[config.mk]
export PLATFORM = sky130hd
export DESIGN_NAME = matrix_dump_reader
export DESIGN_NICKNAME = d
export VERILOG_FILES = /design/src/rtl/matrix_dump_reader.sv
export SDC_FILE = /design/constraint.sdc
export NUM_CORES = 1
export LEC_CHECK = 0
export ABC_CLOCK_PERIOD_IN_PS = 3800
export BUFFER_PORTS_ARGS = -buffer_cell sky130_fd_sc_hd__buf_2
export CAP_MARGIN = 20
export CORE_ASPECT_RATIO = 0.7
export CORE_UTILIZATION = 52
export DETAILED_ROUTE_END_ITERATION = 8
export GPL_ROUTABILITY_DRIVEN = 1
export PLACE_DENSITY = 0.85
export SLEW_MARGIN = 20
export SYNTH_ARGS = -nofsm -noshare
export SYNTH_HDL_FRONTEND = slang
export SYNTH_SLANG_ARGS = --single-unit
[constraint.sdc]
create_clock -name clk -period 3.8 [get_ports clk]
set_input_delay 0.38 -clock clk [delete_from_list [all_inputs] [get_ports clk]]
set_output_delay 0.38 -clock clk [all_outputs]
set_load 0.05 [all_outputs]
[src/rtl/matrix_dump_reader.sv]
// Read-only matrix walker: fetches rows x cols words from data memory in row-major
// order and streams them out over a valid/ready interface, one read in flight at a time.
module matrix_dump_reader #(
  parameter int N          = 12,
  parameter int ROW_STRIDE = 64,
  parameter int DIM_W      = 8
) (
  input  logic             clk,
  input  logic             rst,
  input  logic             start,
  input  logic [N-1:0]     base_addr,
  input  logic [DIM_W-1:0] rows,
  input  logic [DIM_W-1:0] cols,
  output logic             busy,
  output logic             done,
  output logic             mem_write_en,
  output logic [N-1:0]     mem_addr,
  output logic [N-1:0]     mem_datain,
  input  logic [N-1:0]     mem_dataout,
  output logic             out_valid,
  input  logic             out_ready,
  output logic [N-1:0]     out_data,
  output logic             out_last
);

  localparam logic [N-1:0]     STRIDE = N'(ROW_STRIDE);
  localparam logic [DIM_W-1:0] ONE    = DIM_W'(1);

  typedef enum logic [2:0] {IDLE, RD, CAP, SEND, FIN} state_t;

  state_t           state;
  logic [DIM_W-1:0] rows_q;
  logic [DIM_W-1:0] cols_q;
  logic [DIM_W-1:0] r;
  logic [DIM_W-1:0] c;
  logic [N-1:0]     row_base;

  assign mem_write_en = 1'b0;
  assign mem_datain   = '0;

  // RD gives the memory its one-cycle read latency; CAP latches the returned word.
  always_ff @(posedge clk or posedge rst) begin
    if (rst) begin
      state     <= IDLE;
      rows_q    <= '0;
      cols_q    <= '0;
      r         <= '0;
      c         <= '0;
      row_base  <= '0;
      mem_addr  <= '0;
      out_valid <= 1'b0;
      out_data  <= '0;
      out_last  <= 1'b0;
      busy      <= 1'b0;
      done      <= 1'b0;
    end else begin
      done <= 1'b0;
      case (state)
        IDLE: begin
          if (start) begin
            busy <= 1'b1;
            if (rows != '0 && cols != '0) begin
              rows_q   <= rows;
              cols_q   <= cols;
              row_base <= base_addr;
              mem_addr <= base_addr;
              r        <= '0;
              c        <= '0;
              state    <= RD;
            end else begin
              done  <= 1'b1;
              state <= FIN;
            end
          end
        end
        RD: state <= CAP;
        CAP: begin
          out_data  <= mem_dataout;
          out_valid <= 1'b1;
          out_last  <= (r == rows_q - ONE) && (c == cols_q - ONE);
          state     <= SEND;
        end
        SEND: begin
          if (out_valid && out_ready) begin
            out_valid <= 1'b0;
            if (out_last) begin
              out_last <= 1'b0;
              done     <= 1'b1;
              state    <= FIN;
            end else begin
              if (c != cols_q - ONE) begin
                c        <= c + ONE;
                mem_addr <= mem_addr + N'(1);
              end else begin
                c        <= '0;
                r        <= r + ONE;
                row_base <= row_base + STRIDE;
                mem_addr <= row_base + STRIDE;
              end
              state <= RD;
            end
          end
        end
        FIN: begin
          busy  <= 1'b0;
          state <= IDLE;
        end
        default: begin
          busy  <= 1'b0;
          state <= IDLE;
        end
      endcase
    end
  end

endmodule

==> results.json <==
{
  "outcome": "finished clean",
  "routabilityCongestion": 0.916,
  "floorplan.initialDensity": 0.540,
  "crit_path_max_fanout": 19,
  "ctsHtreeMaxLevel": 3,
  "total_via_count_after_detailed_routing": 3745,
  "globalRoute.busiestLayer": "met2",
  "critical_path.cell_chain": "inv_1 -> ha_1 -> or3b_2 -> nor4_1 -> o2111a_1 -> nand4_1 -> or4_1 -> nand2_1",
  "grt_util_met2": 0.395,
  "fmax_mhz": 307,
  "layout_min_cycle_time_ns": 3.25,
  "slowest_stage": "or4_1",
  "antenna-diode-count": 0,
  "met1_usage": 0.372,
  "asyncSetResetFlopFracSynth": 1.00,
  "coreArea_sq_um": 7910,
  "die_y_um": 77.8,
  "worst_hold_slack_ns": 0.0903,
  "fillers": 657,
  "fp-row-count": 27,
  "final_layout_size_suffix_gt1_frac": 0.235,
  "data_arrival_at_the_endpoint_of_the_critical_path_ns": 3.53,
  "worst-setup-path-type": "reg2reg",
  "ioPinCount": 85,
  "final_clock_skew_ns": 0.00586,
  "critPathCaptureType": "flip-flop",
  "seqCellArea_sq_um": 1880,
  "cts.path.max_buffers": 2,
  "multi_input_area_sq_um": 2210,
  "areaGrowthSynthToFinish_pct": 18.1,
  "timing.hold.worst.class": "in2async",
  "worst_skew_pair.late_latency_ns": 0.34,
  "grt_antenna_before_repair": 0,
  "layout.core_utilization": 0.638,
  "ir_drop_mv": 0.487,
  "cts-hold-fix-buffers": 0,
  "synth_seq_cells": 75,
  "hpwl_mm": 7.57,
  "path_clk_slew_ns": 0.06,
  "finalWirelength_mm": 10.5,
  "final_hold_viol_count": 0,
  "reg2reg_from": "cols_q[0]$_DFFE_PP0P_",
  "layout.nets": 581,
  "synth_top_cell_by_area": "dfrtp_1",
  "yosysWarnings": 0,
  "route.antenna.remaining_nets": 0,
  "ff2ff_path_depth": 8,
  "global_route.usage.met3": 0.0723,
  "worstMarginPinSlew_ns": 0.904,
  "first_pass_grt_wire_length_mm": 17.1,
  "vias_in_the_first_global_route": 3500,
  "timing_max_transition_violations_final": 0,
  "postCtsResizedCells": 0,
  "max_slew_margin": 0.395,
  "port_buffers": 71,
  "clkSinkCount": 75,
  "chipWidth_um": 110,
  "post_synth.cell_area_avg_sq_um": 9.28,
  "finalSetupViolations": 0,
  "die_area_sq_um": 8580,
  "route.detailed.wl_per_inst_um": 16.5,
  "yosys-top-cells-area": "dfrtp_1 44%, nand2_1 7.4%, mux2_2 4.7%",
  "cp.required_ns": 4.07,
  "finalCritPeriodShare": 0.856,
  "synthesis.area_sq_um": 4270,
  "reg2reg_to": "r[4]$_DFFE_PP0P_",
  "groute.usage.overall": 0.262,
  "unrepaired_setup_endpoints_after_global_routing": "false",
  "tritoncts.num_buffers": 9,
  "number_of_post_cts_setup_repair_buffers": 0,
  "power_per_cell_area_nw_per_um2": 792,
  "post_synth_most_frequent_cells": "84 x nand2_1, 75 x dfrtp_1, 21 x nor2_1",
  "tritoncts": "done",
  "crit_path_start": "cols_q[0]$_DFFE_PP0P_",
  "most_frequently_used_cell_type_in_the_post_synthesis_netlist": "nand2_1",
  "max_capacitance_violation_count": 0,
  "fin_setup_tns_ns": 0,
  "worstSetupEndpoint": "r[4]$_DFFE_PP0P_",
  "initialDrtViolationCount": 264,
  "critical_path.max_stage_delay_ns": 0.74,
  "grt_start_max_net_pins": 35,
  "timing.reg2reg.setup_slack_ns": 0.55,
  "grt_remaining_overflow": 0,
  "synth-edff-count": 0,
  "route.detailed.vias_per_inst": 5.88,
  "clock_tree_root_driver_cell": "clkbuf_16",
  "crit_path_start_kind": "flip-flop",
  "total_leakage_power_nw": 2.42,
  "synth_largest_type_area_fraction": 0.439,
  "yosysSeqAreaShare": 0.439,
  "yosys.cell_types.count": 58,
  "dr.pass1.iters": 7,
  "synth_flop_cell": "dfrtp_1",
  "tot_pwr_mw": 3.99,
  "syn_inst": 460,
  "remaining_drc_errors": 0
}
-- worst min-delay path by stage --
stage / from / endpoint / slack (ns) / depth (start not counted)
after floorplan: row_base[2]$_DFFE_PP0P_ / row_base[2]$_DFFE_PP0P_ / 0.45 / 2
after global placement: rst / out_data[4]$_DFFE_PP0P_ / 0.45 / 2
after detailed placement: rst / out_data[8]$_DFFE_PP0P_ / 0.46 / 2
after CTS: rst / out_data[8]$_DFFE_PP0P_ / 0.1 / 2
after global routing: rst / out_data[8]$_DFFE_PP0P_ / 0.14 / 2
final: rst / out_data[8]$_DFFE_PP0P_ / 0.09 / 2
-- state kept, by name, summed over array words and instances, names as in the netlist, 3 cells and up --
name and cells:
c 8, cols_q 8, mem_addr 12, out_data 12, r 8, row_base 12, rows_q 8, state 3
-- placed cells by master, fill, tap and decap left out, types with 4 or more instances in the layout --
cell       Yosys  layout
xor2_1        10      10
mux2_2        18      18
o21ai_0       20      20
o22ai_1        6       6
a22o_1         4       4
a32o_1         5       5
buf_4         14       9
and3_1        10      10
nor2b_1        6       6
nand3_1       17      17
ha_1           6       6
nor3_1         8       8
xnor2_1       16      16
nor2_1        21      21
clkbuf_16      0       9
a31oi_1        4       4
nor4_1         9       9
a21oi_1       20      20
mux2i_1        5       5
inv_1         12      11
o211ai_1       8       8
dfrtp_1       75      75
conb_1         1      13
buf_2          0      71
nand2_1       84      84
a21o_1         5       5
or4_1          7       7
nand4_1        4       4
nand2b_1       4       4
-- power breakdown --
part	leakage [nW]	internal, mW	switching (mW)	total [mW]
Sequential	0.959	1.06	0.284	1.35
Combinational	1.29	0.550	1.08	1.63
Clock	0.179	0.694	0.326	1.02
Total	2.42	2.31	1.69	3.99
-- through the flow --
stage                     worst slack, ns  instance area [sq um]  instances
after CTS                           0.597                   5040        637
after global placement              0.777                   4680        621
after detailed placement            0.622                   4680        621
after global routing                0.312                   5040        637
final                               0.548                   5040        637
after floorplan                      1.18                   4320        472
-- routing by layer --
layer / up-vias / share of wire / wire (um)
li1: 1779 / - / -
met1: 1823 / 0.44 / 4620
met2: 137 / 0.48 / 5080
met3: 6 / 0.071 / 749
met4: 0 / 0.0068 / 72
met5: - / 0 / 0
-- cell families (layout without fill, tap and decap cells) --
| family | count (synthesis) | after routing | synth area share |
|---|---|---|---|
| compound gates | 98 | 98 | 0.161 |
| flops | 75 | 75 | 0.439 |
| mux | 23 | 23 | 0.0592 |
| buf+inv | 44 | 108 | 0.0530 |
| xor+xnor | 26 | 26 | 0.0533 |
| fa+ha+maj | 6 | 6 | 0.0176 |
| simple gates | 187 | 187 | 0.216 |
| other cells | 1 | 13 | 0.000878 |
-- final cells by class --
type | count | share of cell area
Clock buffer | 12 | 0.0528
Clock inverter | 4 | 0.0188
Inverter | 12 | 0.00893
Multi-Input combinational cell | 353 | 0.438
Sequential cell | 75 | 0.372
Tap cell | 101 | 0.0250
Timing Repair Buffer | 80 | 0.0838
-- critical path: cells and delay by family (launching register included) --
family	cells	cell delay, ns
AND/OR/NAND/NOR	5	2.20
AO/OA/AOI/OAI	1	0.26
adder cells (fa/ha/maj)	1	0.20
buffers and inverters	1	0.09
flip-flops	1	0.43
Note: power is estimated with default switching activity, not from simulation.
